<file path="config.mk">
export PLATFORM = sky130hd
export DESIGN_NAME = exe_stage
export DESIGN_NICKNAME = d
export VERILOG_FILES = /design/src/rtl/exe_stage.sv
export SDC_FILE = /design/constraint.sdc
export NUM_CORES = 2
export LEC_CHECK = 0
export BUFFER_PORTS_ARGS = -buffer_cell sky130_fd_sc_hd__buf_2
export CAP_MARGIN = 40
export CORE_MARGIN = 2
export CORE_UTILIZATION = 29
export CTS_CLUSTER_DIAMETER = 50
export DETAILED_ROUTE_END_ITERATION = 10
export PLACE_DENSITY = 0.46
export REMOVE_ABC_BUFFERS = 1
export SETUP_SLACK_MARGIN = 0.3
export SYNTH_ARGS = -nofsm -noshare
export SYNTH_HDL_FRONTEND = slang
export SYNTH_SLANG_ARGS = --single-unit
</file>
<file path="constraint.sdc">
create_clock -name clk -period 22.8 [get_ports clk]
set_input_delay 1.14 -clock clk [delete_from_list [all_inputs] [get_ports clk]]
set_output_delay 1.14 -clock clk [all_outputs]
set_load 0.1 [all_outputs]
</file>
<file path="src/rtl/exe_stage.sv">
// exe_stage: execute stage between ID and MEM (ALU, MULT/MULTU, DIV/DIVU, HI/LO).
// Optional: ES_DIV_ZERO_SKIP_EN makes a zero-divisor divide finish at once.
// Ports:
//  clk, resetn              clock, synchronous active-low reset
//  ds_to_es_valid/_bus      instruction offered by ID (164-bit bundle)
//  es_allowin, ms_allowin   handshake with ID and MEM
//  es_to_ms_valid/_bus      instruction handed to MEM (77-bit bundle)
//  data_sram_*              data SRAM request, issued in the handoff cycle
//  es_fwd_blk_bus           {blk, fwd_valid[3:0], dest, result} to ID
module exe_stage #(
  parameter logic [31:0] HILO_RST_VAL = 32'h0
) (
  input  logic         clk,
  input  logic         resetn,
  input  logic         ms_allowin,
  output logic         es_allowin,
  input  logic         ds_to_es_valid,
  input  logic [163:0] ds_to_es_bus,
  output logic         es_to_ms_valid,
  output logic [76:0]  es_to_ms_bus,
  output logic         data_sram_en,
  output logic [3:0]   data_sram_wen,
  output logic [31:0]  data_sram_addr,
  output logic [31:0]  data_sram_wdata,
  output logic [41:0]  es_fwd_blk_bus
);

  typedef enum logic [1:0] {
    D_IDLE, D_RUN, D_DONE
  } dstate_t;

  logic         es_valid_q;
  logic [163:0] bus_q;

  logic [31:0] pc, src1, src2, rt;
  logic [4:0]  dest;
  logic        gr_we, rfm, mem_we;
  logic [1:0]  st_size;
  logic [5:0]  ld;
  logic [11:0] alu_op;
  logic [7:0]  hl;

  assign pc      = bus_q[31:0];
  assign src2    = bus_q[63:32];
  assign src1    = bus_q[95:64];
  assign dest    = bus_q[100:96];
  assign gr_we   = bus_q[101];
  assign rfm     = bus_q[102];
  assign mem_we  = bus_q[103];
  assign st_size = bus_q[105:104];
  assign ld      = bus_q[111:106];
  assign alu_op  = bus_q[123:112];
  assign hl      = bus_q[131:124];
  assign rt      = bus_q[163:132];

  logic is_div, is_mul, leave, ready_go;
  assign is_div = hl[0] | hl[1];
  assign is_mul = hl[2] | hl[3];

  // ALU
  logic [31:0] alu_res;
  logic [32:0] sub_w;
  assign sub_w = {1'b0, src1} - {1'b0, src2};

  always_comb begin
    alu_res = '0;
    unique case (1'b1)
      alu_op[0]:  alu_res = src1 + src2;
      alu_op[1]:  alu_res = sub_w[31:0];
      alu_op[2]:  alu_res = {31'h0, $signed(src1) < $signed(src2)};
      alu_op[3]:  alu_res = {31'h0, sub_w[32]};
      alu_op[4]:  alu_res = src1 & src2;
      alu_op[5]:  alu_res = ~(src1 | src2);
      alu_op[6]:  alu_res = src1 | src2;
      alu_op[7]:  alu_res = src1 ^ src2;
      alu_op[8]:  alu_res = src2 << src1[4:0];
      alu_op[9]:  alu_res = src2 >> src1[4:0];
      alu_op[10]: alu_res = $signed(src2) >>> src1[4:0];
      alu_op[11]: alu_res = {src2[15:0], 16'h0};
      default:    alu_res = '0;
    endcase
  end

  // Low 64 bits of the extended product serve both signed and unsigned.
  logic        ext1, ext2;
  logic [63:0] prod;
  assign ext1 = hl[2] & src1[31];
  assign ext2 = hl[2] & src2[31];
  assign prod = {{32{ext1}}, src1} * {{32{ext2}}, src2};

  // Divider
  dstate_t     st_q, st_d;
  logic [4:0]  cnt_q, cnt_d;
  logic [31:0] dvd_q, dvd_d;
  logic [31:0] dvs_q, dvs_d;
  logic [31:0] rem_q, rem_d;
  logic        sq_q, sq_d, sr_q, sr_d;
  logic [31:0] abs1, abs2, quot, remv;
  logic [32:0] tmp, diff;
  logic        zskip;

`ifdef ES_DIV_ZERO_SKIP_EN
  assign zskip = (src2 == 32'h0);
`else
  assign zskip = 1'b0;
`endif

  assign abs1 = (hl[0] & src1[31]) ? -src1 : src1;
  assign abs2 = (hl[0] & src2[31]) ? -src2 : src2;
  assign tmp  = {rem_q, dvd_q[31]};
  assign diff = tmp - {1'b0, dvs_q};
  assign quot = sq_q ? -dvd_q : dvd_q;
  assign remv = sr_q ? -rem_q : rem_q;

  always_comb begin
    st_d  = st_q;
    cnt_d = cnt_q;
    dvd_d = dvd_q;
    dvs_d = dvs_q;
    rem_d = rem_q;
    sq_d  = sq_q;
    sr_d  = sr_q;
    unique case (st_q)
      D_IDLE: begin
        if (es_valid_q & is_div) begin
          if (zskip) begin
            // Raw results, sign fix disabled.
            dvd_d = '1;
            rem_d = src1;
            sq_d  = 1'b0;
            sr_d  = 1'b0;
            st_d  = D_DONE;
          end else begin
            dvd_d = abs1;
            dvs_d = abs2;
            rem_d = '0;
            cnt_d = '0;
            sq_d  = hl[0] & (src1[31] ^ src2[31]);
            sr_d  = hl[0] & src1[31];
            st_d  = D_RUN;
          end
        end
      end
      D_RUN: begin
        // dvd shifts the dividend out and the quotient in.
        rem_d = diff[32] ? tmp[31:0] : diff[31:0];
        dvd_d = {dvd_q[30:0], ~diff[32]};
        cnt_d = cnt_q + 5'd1;
        if (cnt_q == 5'd31) st_d = D_DONE;
      end
      D_DONE: begin
        if (leave) st_d = D_IDLE;
      end
      default: st_d = D_IDLE;
    endcase
  end

  always_ff @(posedge clk) begin
    if (!resetn) begin
      st_q  <= D_IDLE;
      cnt_q <= '0;
      dvd_q <= '0;
      dvs_q <= '0;
      rem_q <= '0;
      sq_q  <= 1'b0;
      sr_q  <= 1'b0;
    end else begin
      st_q  <= st_d;
      cnt_q <= cnt_d;
      dvd_q <= dvd_d;
      dvs_q <= dvs_d;
      rem_q <= rem_d;
      sq_q  <= sq_d;
      sr_q  <= sr_d;
    end
  end

  // Handshake
  assign ready_go       = ~is_div | (st_q == D_DONE);
  assign es_allowin     = ~es_valid_q | (ready_go & ms_allowin);
  assign es_to_ms_valid = es_valid_q & ready_go;
  assign leave          = es_to_ms_valid & ms_allowin;

  always_ff @(posedge clk) begin
    if (!resetn) begin
      es_valid_q <= 1'b0;
      bus_q      <= '0;
    end else if (es_allowin) begin
      es_valid_q <= ds_to_es_valid;
      if (ds_to_es_valid) bus_q <= ds_to_es_bus;
    end
  end

  // HI/LO update only as the instruction leaves.
  logic [31:0] hi_q, lo_q;

  always_ff @(posedge clk) begin
    if (!resetn) begin
      hi_q <= HILO_RST_VAL;
      lo_q <= HILO_RST_VAL;
    end else if (leave) begin
      if (is_mul) begin
        hi_q <= prod[63:32];
        lo_q <= prod[31:0];
      end else if (is_div) begin
        hi_q <= remv;
        lo_q <= quot;
      end else if (hl[6]) begin
        hi_q <= src1;
      end else if (hl[7]) begin
        lo_q <= src1;
      end
    end
  end

  logic [31:0] es_result;
  assign es_result = hl[4] ? hi_q :
                     hl[5] ? lo_q : alu_res;

  assign es_to_ms_bus = {ld, rfm, gr_we, dest,
                         es_result, pc};

  // Memory request
  logic [3:0]  wen;
  logic [31:0] wdata;

  assign data_sram_en = es_valid_q & ms_allowin
                      & (rfm | mem_we);

  always_comb begin
    wen   = 4'h0;
    wdata = {4{rt[7:0]}};
    unique case (st_size)
      2'd2: begin
        wen   = 4'hF;
        wdata = rt;
      end
      2'd1: begin
        wen   = alu_res[1] ? 4'hC : 4'h3;
        wdata = {2{rt[15:0]}};
      end
      default: begin
        wen   = 4'h1 << alu_res[1:0];
        wdata = {4{rt[7:0]}};
      end
    endcase
    if (!(mem_we & data_sram_en)) wen = 4'h0;
  end

  assign data_sram_wen   = wen;
  assign data_sram_addr  = alu_res;
  assign data_sram_wdata = wdata;

  // Loads block ID: their data only exists after MEM.
  logic fwd;
  assign fwd = es_valid_q & gr_we;
  assign es_fwd_blk_bus = {fwd & rfm, {4{fwd}},
                           dest, es_result};

endmodule

</file>
==> results.cfg <==
[synthesis]
synth-warning-count = 0
synth_seq_cells = 334
synth_cell_types = 91
seq_area_frac_synth_pct = 10.3
async_flop_share_pct = 0
synth_cells = 7946
synth_top_area_cell = fa_1
synth_edf_count = 0
ys_top_cells_by_count = nand2_1 (1,314), inv_1 (1,269), fa_1 (1,128), nor2_1 (693), a21oi_1 (476)
yosysTopAreaCellShare_pct = 34.9
synth_most_common_cell = nand2_1
synthesis.area_sq_mm = 0.0647
ys_top_cells_by_area = fa_1 (35%), dfxtp_1 (10%), nand2_1 (7.6%), inv_1 (7.4%), ha_1 (6.7%)
synth_area_per_cell_sq_um = 8.14
synthFlopType = dfxtp_1

[sta]
finClkSkew_ns = 0.0926
period_minus_slack_ns = 9.92
finalSetupViolCount = 0
max_freq_ghz = 0.101
finalHoldViolations = 0
tightest_slew_ns = 1.17
hold_slack_ns = 0.449
relSlewSlack_pct = 22.1
period_share_pct = 43.5
finalSetupTns_ns = 0
rsz0062_at_grt = no
maxSlewViolCount = 0

[run_status]
outcome = finished, violations left
violations = design-rule violations

[route]
firstDrtPassIters = 11
via_per_inst = 5.39
wirelength_mm = 318
ant_nets = 0
drt_iter0_markers = 6799
post-route-drc-count = 2
wl_per_cell_um = 28.9
vias = 59400

[global_route]
antenna_found_initial = 25
grt-ovfl-total = 0
grtUsageTotal_pct = 27.5
grt_pass1_wl_mm = 453
grt_max_degree = 105
grt_pass1_vias = 60000

[place]
portBuffers = 357
dp_hpwl_mm = 245
routabilityCongestion = 1.02

[critical_path]
max_stage_delay_ns = 1.00
cp.arrival_ns = 10.50
path_max_fanout = 32
cp.required_ns = 23.38
cpMaxStageDelayCell = fa_1
startpoint_type = flop
crit_type = reg2reg
end_kind = flop

[power_and_ir_drop]
power_switching_share_pct = 53.8
p_leak_nw = 32.3
seq_power_share_pct = 16.8
pwr-share-comb_pct = 57.6
p_switching_mw = 2.09
pwr-share-clk_pct = 25.7
peakVddDrop_v = 0.0000691
p_per_area_mw_per_mm2 = 54.2
p_int_mw = 1.80

[clock_tree]
clk_path_buf_depth = 3
htreeDepth = 2
ctsRootBufferMaster = clkbuf_16
cts-resized-gates = 0
cts_made_buffers = 61
path_clk_slew_ns = 0.05
post-cts-setup-buffers = 0
clk_latency_ns = 0.75
hold_buffers = 0
cts_tree = yes
clock-sinks = 334

[layout]
final_nets = 9623
syn_to_final_growth_pct = 11.0
drive_gt1_share_pct = 11.2

[floorplanning]
die_x_um = 476
io_pins = 358
fp.dieArea_sq_mm = 0.227
core-area_sq_mm = 0.222
start_util_pct = 29.1
row_count = 173
die_h_um = 476

[job]
cap_violations = 0

[min_path]
hp-class = reg2reg
## metrics by stage
stage	instance area, sq um	power [mW]	setup slack [ns]	util (%)	instances
CTS	71800	3.87	12.92	32.3	11000
global placement	69100	2.84	12.93	31.1	10900
detailed placement	69600	2.86	12.92	31.3	10900
finish	71800	3.89	12.88	32.3	11000
global route	71800	4.06	12.35	32.3	11000
floorplan	61900	2.05	9.06	-	7314
## path summary, 6_finish.rpt
| kind | from | endpoint | slack (ns) | depth (start not counted) |
|---|---|---|---|---|
| min reg2reg | bus_q[26] | bus_q[26] | 0.45 | 2 |
| max | bus_q[126] | hi_q[30] | 12.88 | 28 |
| min | bus_q[26] | bus_q[26] | 0.45 | 2 |
| max reg2reg | bus_q[126] | hi_q[30] | 12.88 | 28 |
## cell type report
class | count | area, sq um
clock buffers | 74 | 1690
flip-flops and latches | 334 | 6740
inverters | 1297 | 4880
repair buffers | 602 | 3840
clock inverters | 39 | 490
fillers | 23800 | 150000
diodes | 3 | 7.51
well taps | 2975 | 3720
multi-input cells | 5683 | 50400
## layout by cell type, fill, tap and decap left out, types with 59 or more instances in the layout
cell type	netlist	routed
ha_1	348	348
clkbuf_16	0	64
nand2_1	1314	1313
fa_1	1128	1128
dfxtp_1	334	300
nor3_1	71	70
mux2i_1	85	85
inv_1	1269	1265
a211oi_1	97	97
buf_2	22	362
a21oi_1	476	476
a22oi_1	65	65
nor2_1	693	688
xnor2_1	185	185
buf_4	97	221
mux4_2	59	59
xor2_1	68	68
o21ai_0	235	233
nand3_1	76	76
## flip-flops by register name, indices dropped and copies added (netlist names)
signal	flops
dvs_q	32
rem_q	32
cnt_q	5
dvd_q	32
hi_q	32
lo_q	32
sr_q	1
sq_q	1
es_valid_q	1
bus_q	164
st_q	2
## power groups by stage
stage	Clock (mW)	Sequential (mW)	Combinational, mW
after floorplan	0	0.741	1.31
after global placement	0	0.664	2.18
after detailed placement	0	0.664	2.19
after CTS	1.02	0.651	2.20
after global routing	1.04	0.656	2.36
final	0.999	0.652	2.24
## worst max-delay path, delay by kind of cell (launching register included)
family,cells,cell delay (ns)
buffers and inverters,9,1.81
adders and majority gates,9,4.87
and+or+nand+nor,4,1.29
muxes,1,0.15
AOI/OAI and AO/OA,5,1.39
DFF,1,0.30
## kinds of logic after synthesis
| group | after synthesis | share of synthesized area, % |
|---|---|---|
| adder cells (fa/ha/maj) | 1476 | 41.6 |
| multiplexers | 161 | 3.66 |
| AO/OA/AOI/OAI | 1351 | 13.4 |
| flip-flops | 334 | 10.3 |
| XOR/XNOR | 253 | 3.43 |
| AND/OR/NAND/NOR | 2442 | 15.7 |
| buffers and inverters | 1929 | 11.8 |
## per-layer routing
metal  routed length (um)  share of wire [%]  GRT usage [%]  up-vias
li1                     -                  -              -    25300
met1               136000                 43           38.3    30500
met2               134000                 42           41.0     3002
met3                30700                9.7           5.84      588
met4                16900                5.3           12.0       12
met5                   69              0.022              0        -
No activity file was read; power rests on OpenSTA's default activity.
